--- config.mk ---
export PLATFORM = sky130hd
export DESIGN_NAME = pht_ctrl_flat
export DESIGN_NICKNAME = d
export VERILOG_FILES = /design/src/rtl/pht_ctrl_if.sv /design/src/rtl/pht_ctrl.sv /design/src/flat_wrapper.sv
export SDC_FILE = /design/constraint.sdc
export NUM_CORES = 1
export LEC_CHECK = 0
export ABC_AREA = 0
export BUFFER_PORTS_ARGS = -buffer_cell sky130_fd_sc_hd__buf_4
export CAP_MARGIN = 25
export CORE_AREA = 5 5 67 84
export CTS_CLUSTER_DIAMETER = 40
export DETAILED_ROUTE_END_ITERATION = 16
export DIE_AREA = 0 0 72 89
export GPL_ROUTABILITY_DRIVEN = 1
export PLACE_DENSITY = 0.93
export SLEW_MARGIN = 10
export SYNTH_ARGS = -nofsm -noshare
export SYNTH_HDL_FRONTEND = slang
export SYNTH_SLANG_ARGS = --single-unit
--- constraint.sdc ---
create_clock -name clk -period 3.25 [get_ports clk]
set_input_delay 0.1625 -clock clk [delete_from_list [all_inputs] [get_ports clk]]
set_output_delay 0.1625 -clock clk [all_outputs]
set_load 0.02 [all_outputs]
--- src/rtl/pht_ctrl_if.sv ---
// pht_ctrl_if: lookup, update and counter-FSM handshake bundle for pht_ctrl.
interface pht_ctrl_if #(parameter int IDX_W = 4);
    logic             lk_valid;
    logic [IDX_W-1:0] lk_pc;
    logic             pred_valid;
    logic             pred_taken;
    logic [IDX_W-1:0] pred_idx;
    logic             upd_valid;
    logic [IDX_W-1:0] upd_idx;
    logic             upd_torn;
    logic             upd_ready;
    logic             fsm_torn;
    logic [1:0]       fsm_data;
    logic             fsm_wr_en;
    logic [1:0]       fsm_out_data;
    logic [IDX_W-1:0] ghr;
    logic             err;

    modport master (
        output lk_valid, lk_pc, upd_valid, upd_idx, upd_torn, fsm_wr_en, fsm_out_data,
        input  pred_valid, pred_taken, pred_idx, upd_ready, fsm_torn, fsm_data, ghr, err
    );
    modport slave (
        input  lk_valid, lk_pc, upd_valid, upd_idx, upd_torn, fsm_wr_en, fsm_out_data,
        output pred_valid, pred_taken, pred_idx, upd_ready, fsm_torn, fsm_data, ghr, err
    );
endinterface

--- src/rtl/pht_ctrl.sv ---
// pht_ctrl: gshare pattern history table with a present/wait update sequencer for fin_sta_mac.
module pht_ctrl #(
    parameter int         IDX_W    = 4,
    parameter logic [1:0] INIT_CNT = 2'b01,
    parameter int         TMO      = 8
) (
    input logic        clk,
    input logic        reset,
    pht_ctrl_if.slave  bus
);
    localparam int CW = $clog2(TMO + 1);
    typedef enum logic [1:0] {IDLE, PRES, WAIT} state_t;
    state_t           state;
    logic [1:0]       tbl [2**IDX_W];
    logic [IDX_W-1:0] ghr, cap_idx, lk_idx;
    logic             cap_torn, wr;
    logic [CW-1:0]    tmo_cnt;
    assign lk_idx        = bus.lk_pc ^ ghr;
    assign wr            = state == WAIT && bus.fsm_wr_en;
    assign bus.upd_ready = state == IDLE;
    assign bus.ghr       = ghr;
    always_ff @(posedge clk or negedge reset) begin
        if (!reset) begin
            for (int i = 0; i < 2**IDX_W; i++) tbl[i] <= INIT_CNT;
            ghr            <= '0;
            state          <= IDLE;
            bus.pred_valid <= 1'b0;
            bus.pred_taken <= 1'b0;
            bus.pred_idx   <= '0;
            bus.fsm_torn   <= 1'b0;
            bus.fsm_data   <= 2'b00;
            bus.err        <= 1'b0;
            cap_idx        <= '0;
            cap_torn       <= 1'b0;
            tmo_cnt        <= '0;
        end else begin
            bus.pred_valid <= bus.lk_valid;
            // a same-edge write to the looked-up entry wins over the stale table value
            if (bus.lk_valid) begin
                bus.pred_idx   <= lk_idx;
                bus.pred_taken <= (wr && cap_idx == lk_idx) ? bus.fsm_out_data[1] : tbl[lk_idx][1];
            end
            case (state)
                IDLE: if (bus.upd_valid) begin
                    cap_idx      <= bus.upd_idx;
                    cap_torn     <= bus.upd_torn;
                    bus.fsm_data <= tbl[bus.upd_idx];
                    bus.fsm_torn <= bus.upd_torn;
                    state        <= PRES;
                end
                PRES: begin
                    tmo_cnt <= '0;
                    state   <= WAIT;
                end
                WAIT: if (bus.fsm_wr_en) begin
                    tbl[cap_idx] <= bus.fsm_out_data;
                    ghr          <= {ghr[IDX_W-2:0], cap_torn};
                    state        <= IDLE;
                end else if (tmo_cnt == CW'(TMO - 1)) begin
                    bus.err <= 1'b1;
                    state   <= IDLE;
                end else begin
                    tmo_cnt <= tmo_cnt + 1'b1;
                end
                default: state <= IDLE;
            endcase
        end
    end
endmodule

--- src/flat_wrapper.sv ---
// flat-port wrapper written by rule: the top's interface ports become plain ports
module pht_ctrl_flat 
#(
    parameter int         IDX_W    = 4,
    parameter logic [1:0] INIT_CNT = 2'b01,
    parameter int         TMO      = 8
)
  (clk, reset, bus_lk_valid, bus_lk_pc, bus_upd_valid, bus_upd_idx, bus_upd_torn, bus_fsm_wr_en, bus_fsm_out_data, bus_pred_valid, bus_pred_taken, bus_pred_idx, bus_upd_ready, bus_fsm_torn, bus_fsm_data, bus_ghr, bus_err);
  pht_ctrl_if #(.IDX_W(IDX_W)) bus_i ();
  input logic clk;
  input logic reset;
  input wire logic [$bits(bus_i.lk_valid)-1:0] bus_lk_valid;
  input wire logic [$bits(bus_i.lk_pc)-1:0] bus_lk_pc;
  input wire logic [$bits(bus_i.upd_valid)-1:0] bus_upd_valid;
  input wire logic [$bits(bus_i.upd_idx)-1:0] bus_upd_idx;
  input wire logic [$bits(bus_i.upd_torn)-1:0] bus_upd_torn;
  input wire logic [$bits(bus_i.fsm_wr_en)-1:0] bus_fsm_wr_en;
  input wire logic [$bits(bus_i.fsm_out_data)-1:0] bus_fsm_out_data;
  output wire logic [$bits(bus_i.pred_valid)-1:0] bus_pred_valid;
  output wire logic [$bits(bus_i.pred_taken)-1:0] bus_pred_taken;
  output wire logic [$bits(bus_i.pred_idx)-1:0] bus_pred_idx;
  output wire logic [$bits(bus_i.upd_ready)-1:0] bus_upd_ready;
  output wire logic [$bits(bus_i.fsm_torn)-1:0] bus_fsm_torn;
  output wire logic [$bits(bus_i.fsm_data)-1:0] bus_fsm_data;
  output wire logic [$bits(bus_i.ghr)-1:0] bus_ghr;
  output wire logic [$bits(bus_i.err)-1:0] bus_err;
  assign bus_i.lk_valid = bus_lk_valid;
  assign bus_i.lk_pc = bus_lk_pc;
  assign bus_i.upd_valid = bus_upd_valid;
  assign bus_i.upd_idx = bus_upd_idx;
  assign bus_i.upd_torn = bus_upd_torn;
  assign bus_i.fsm_wr_en = bus_fsm_wr_en;
  assign bus_i.fsm_out_data = bus_fsm_out_data;
  assign bus_pred_valid = bus_i.pred_valid;
  assign bus_pred_taken = bus_i.pred_taken;
  assign bus_pred_idx = bus_i.pred_idx;
  assign bus_upd_ready = bus_i.upd_ready;
  assign bus_fsm_torn = bus_i.fsm_torn;
  assign bus_fsm_data = bus_i.fsm_data;
  assign bus_ghr = bus_i.ghr;
  assign bus_err = bus_i.err;
  pht_ctrl #(.IDX_W(IDX_W), .INIT_CNT(INIT_CNT), .TMO(TMO)) u_core (.clk(clk), .reset(reset), .bus(bus_i));
endmodule
# After elaboration in Yosys (flattened, before gate mapping)
# Index checks and enable logic that the tools add are counted.
# word_totals
regBits,56
inputBits,16
out_inout_bits,15
wordCells,71
# classes
n_addsub,1
magnitude_cmp,4
n_eq_ne,8
n_mux,17
n_bitwise,5
reduce_logical,10
# ops
op,n
$bwmux 32,1
$bmux 2 s4,2
$mux 2,8
$ge 5x5->1 const B,3
$not 4->5,3
$demux 2 s4,1
$mux 4,2
$pmux 4 s2,1
$ne 2x2->1 const B,3
$pmux 2 s3,1
$reduce_and 2->1,3
$reduce_and 3->1,2
$lt 5x1->1 const B,1
$add 4x1->4 const B,1
$eq 4x3->1 const B,1
$eq 4x4->1,1
$xor 4x4->4,1
$logic_and 1x1->1,3
$ne 3x3->1 const B,1
$eq 2x1->1 const B,1
$eq 2x2->1 const B,1
$logic_not 2->1,1
$reduce_bool 2->1,1
$mux 1,1
$not 1->1,1

# Longest topological paths before layout
# logic_depth
depth_word,6
depth_mapped,6
ltp_nobuf,6

# Worst setup path after synthesis
# Ideal clock, no wire load.
# synth_path
path_kind,register -> register
from,"register u_core.ghr[0], in the netlist u_core.bus.ghr[0]"
to,register u_core.bus.pred_taken
setup_ns,0.138
arrival_ns,1.605
required_ns,3.112
slack_ns,1.507
stages_incl_launch_ff,6
path_buffers,0
period_less_slack_ns,1.743
cell_sequence,dfrtp_1 -> xnor2_4 -> mux2i_1 -> o31ai_1 -> nor4_1 -> a211oi_2
# synth_via
elab_chain_cells,6
elab_cells_between_ends,8
cone_classes,eq/ne (1); mux (4); bitwise (2); reduce/logical (1)
# synth_lines
element,line,rtl
start: declaration,pht_ctrl.sv:15,"logic [IDX_W-1:0] ghr, cap_idx, lk_idx;"
start signal: assignment,pht_ctrl.sv:57,"ghr <= {ghr[IDX_W-2:0], cap_torn};"
$xor 4x4->4 *,pht_ctrl.sv:18,assign lk_idx = bus.lk_pc ^ ghr;
$not 4->5 (not written as such),pht_ctrl.sv:41,bus.pred_taken <= (wr && cap_idx == lk_idx) ? bus.fsm_out_data[1] : tbl[lk_idx][1];
$bmux 2 s4,pht_ctrl.sv:41,
$mux 2 (not written as such) (2 in a row),pht_ctrl.sv:41,
$mux 1 *,pht_ctrl.sv:41,
end signal: assignment,pht_ctrl.sv:41,
end: declaration,pht_ctrl_if.sv:25,"output pred_valid, pred_taken, pred_idx, upd_ready, fsm_torn, fsm_data, ghr, err"
# Every way passes the cells marked *; elsewhere a longest branch is shown, timed or not. The select of a mux whose other input is x is not followed.
# A chain may end at the register's enable or synchronous reset.

# Worst setup path in the final report
# layout_path
from,register u_core.state[0]
to,register u_core.tbl[31] (netlist bit)
# layout_via
elab_chain_cells,2
# layout_lines
element,line,rtl
start: declaration,pht_ctrl.sv:13,state_t state;
start signal: assignment,pht_ctrl.sv:26,state <= IDLE;
start signal: assignment,pht_ctrl.sv:49,state <= PRES;
start signal: assignment,pht_ctrl.sv:53,state <= WAIT;
$eq 2x2->1,pht_ctrl.sv:43,case (state)
$reduce_and 2->1 (no line),n/a,
end signal: indexed assignment,pht_ctrl.sv:56,tbl[cap_idx] <= bus.fsm_out_data;
end: declaration,pht_ctrl.sv:14,logic [1:0] tbl [2**IDX_W];
# Every way passes these cells.

==> results.md <==
- Status: finished clean
- CTS Root Cell: clkbuf_8
- CTS resizes: 0
- Die Height: 89 µm
- Internal Pwr Total: 1780 µW
- Clock power frac: 16.4%
- FILL cells: 314
- Register area: 0.00142 mm²
- Initial antenna violation count: 0
- Pre-Repair DR Iteration Count: 4
- Register clock-pin slew on the reported worst setup and hold paths: 100 ps
- Most frequent cells in the layout: dfrtp_1 (40), mux2_1 (39), buf_4 (30)
- CP Class: register to register
- Mean routed wirelength per cell: 18.7 µm
- HPWL reported at the end of detailed placement: 4.18 mm
- Largest net degree at the start of global routing: 57
- Worst-case vdd ir drop: 0.363 mV
- Yosys reg bits: 56
- Flop pwr share: 46.7%
- Vias in the first global route: 2,039
- Post-Syn Nets: 244
- Routed WL: 5.94 mm
- Port Buffer Count: 30
- Synth top area share: 34.9%
- CTS buffer count: 5
- Setup bufs post-CTS: 0
- DR iter-0 viols: 241
- Most common flop cell mapped by yosys: dfrtp_1
- GRT Overall Usage: 20.5%
- Worst hold path startpoint: bus_lk_valid
- Sw power: 1010 µW
- Final setup fails: 0
- Core Box Area: 0.00469 mm²
- First-pass GRT wire length: 10.1 mm
- H-tree Lvls: 2
- Share of layout cells above drive strength 1: 28.0%
- Final period util: 61.8%
- TritonCTS clock tree: done
- Tmin final: 2010 ps
- Multi-input gate area: 0.00140 mm²
- FMAX: 498 MHz
- CP Data Arrival Time: 2210 ps
- RSZ-0062 raised after global routing: false
- Comb pwr share: 36.9%
- Area added between synthesis and finish: 13.4%
- Vias: 1,942
- Cell variety after synth: 45
- Hold-fix buffers, CTS: 1
- Crit path from: u_core.state[0]
- Final clock skew: 9.51 ps
- Setup TNS: 0 ps
- Vias per cell: 6.13
- Post-synth EDFFs: 0
- Top Ports: 31
- Synth Cell Area: 0.00287 mm²
- RD Place Congestion: 0.823
- CP endpoint kind: register
- Synth top area cells: dfrtp_1 (35%), mux2_1 (15%), dfstp_2 (15%), mux4_2 (6.3%), mux2i_1 (3.5%)
- N_diodes: 0
- Antenna Nets Post-Route: 0
- Initial Util: 61.2%
- Min-delay worst type: primary input to register
- Synth Area per Inst: 12.6 µm²
- DRC: 0
- Sink Count: 56
- Floorplan row count: 28
- Synthesized instance count: 227
- Commonest non-fill, non-tap cell in the layout: dfrtp_1
- Max-cap violations: 0
- Total power: 2790 µW
- Power Dens Cells: 857 mW/mm²
- Seq/Total Area, Yosys: 49.5%
- Core Util, Final: 69.3%
- Crit start category: register
- GRT Residual Overflow: 0
- Worst r2r src: u_core.state[0]
- Synth warn: 0
- Die area: 0.00641 mm²
- Worst-margin pin slew: 691 ps
- CP required: 3450 ps
- Clock Latency Late Sink: 320 ps
- CTS max path bufs: 2
- Ys async rst share: 100%
- Leak: 0.00145 µW
- Max-slew violation count: 0
- Nets@finish: 273
- Yosys top cell by area: dfrtp_1
- Crit-path max FO: 12
- Hold Fails Final Rpt: 0
- Chip width: 72 µm
- Net Sw Frac: 36.0%
- Relative slew slack: 53.9%
==> critical path, cell delays in order (launching register included) <==
cell and delay (ps):
dfrtp_1 500, nand3b_2 390, or3_1 450, nor3_2 210
mux2_1 340
==> layout make-up <==
type | instances | share of cell area (%)
sequential | 56 | 43.7
multi-input combinational | 159 | 43.0
timing repair buffer | 31 | 7.23
tap | 60 | 2.31
clock buffer | 5 | 2.11
clock inverter | 3 | 1.31
inverter | 3 | 0.346
==> metrics by stage <==
step,hold slack [ps],instance area [µm²],setup WS [ps],instances
after global routing,38.1,3260,1120,317
after floorplan,-133,2870,1510,227
after detailed placement,248,3130,1300,308
after CTS,29.6,3260,1260,317
after global placement,246,3130,1340,308
final,39.2,3260,1240,317
==> cell families (layout without fill, tap and decap cells) <==
family                   Yosys count  after routing  share of synthesized area [%]
flip-flops                        56             56                           49.5
adder cells (fa/ha/maj)            1              1                          0.436
AND/OR/NAND/NOR                   63             63                           11.5
multiplexers                      60             60                           26.2
buffers and inverters             12             42                           1.70
AO/OA/AOI/OAI                     26             26                           6.32
XOR/XNOR                           9              9                           4.36
==> flip-flops by register name (all words and copies together), names as in the netlist <==
name / count
u_core.bus.pred_taken: 1
u_core.tbl: 32
u_core.bus.pred_idx: 4
u_core.cap_torn: 1
u_core.bus.fsm_data: 2
u_core.bus.ghr: 4
u_core.bus.err: 1
u_core.state: 2
u_core.bus.pred_valid: 1
u_core.cap_idx: 4
u_core.tmo_cnt: 4
==> power groups by stage <==
stage	clock (µW)	combinational (µW)	sequential (µW)
global placement	0	982	1290
floorplan	0	724	1260
global route	495	1110	1340
finish	457	1030	1300
detailed placement	0	1020	1310
CTS	465	1040	1300
==> final timing paths <==
path / slack [ps] / end / cells after the start
min reg2reg: 490 / u_core.bus.fsm_data[0] / 1
max: 1240 / u_core.tbl[31] / 4
max in group asynchronous: 2360 / u_core.tbl[13] / 2
max reg2reg: 1240 / u_core.tbl[31] / 4
min in group asynchronous: 420 / u_core.tbl[11] / 2
min: 40 / u_core.bus.pred_valid / 1
==> routing by layer <==
| layer | track usage, % | vias to the layer above | routed length [µm] |
|---|---|---|---|
| met5 | 0 | - | 0 |
| met4 | 9.57 | 0 | 150 |
| met2 | 35.5 | 71 | 3140 |
| met1 | 25.1 | 977 | 2360 |
| li1 | - | 880 | - |
| met3 | 3.49 | 14 | 288 |
==> synthesized netlist by cell type, types with 2 or more instances <==
master / n
o21bai_1: 2
buf_2: 3
a31oi_1: 2
a22oi_1: 2
dfrtp_1: 40
mux2i_1: 10
a21o_1: 2
mux2_1: 39
nor2b_1: 8
nor3_1: 2
dfstp_2: 16
nand2b_1: 4
mux2_2: 3
xnor3_1: 2
nand2_1: 16
nand3_1: 7
nor2_1: 17
clkbuf_1: 5
o21ai_0: 2
o22ai_1: 4
a21oi_1: 4
inv_1: 3
mux4_2: 8
xnor2_1: 5
Power figures use the tool's default switching activity.
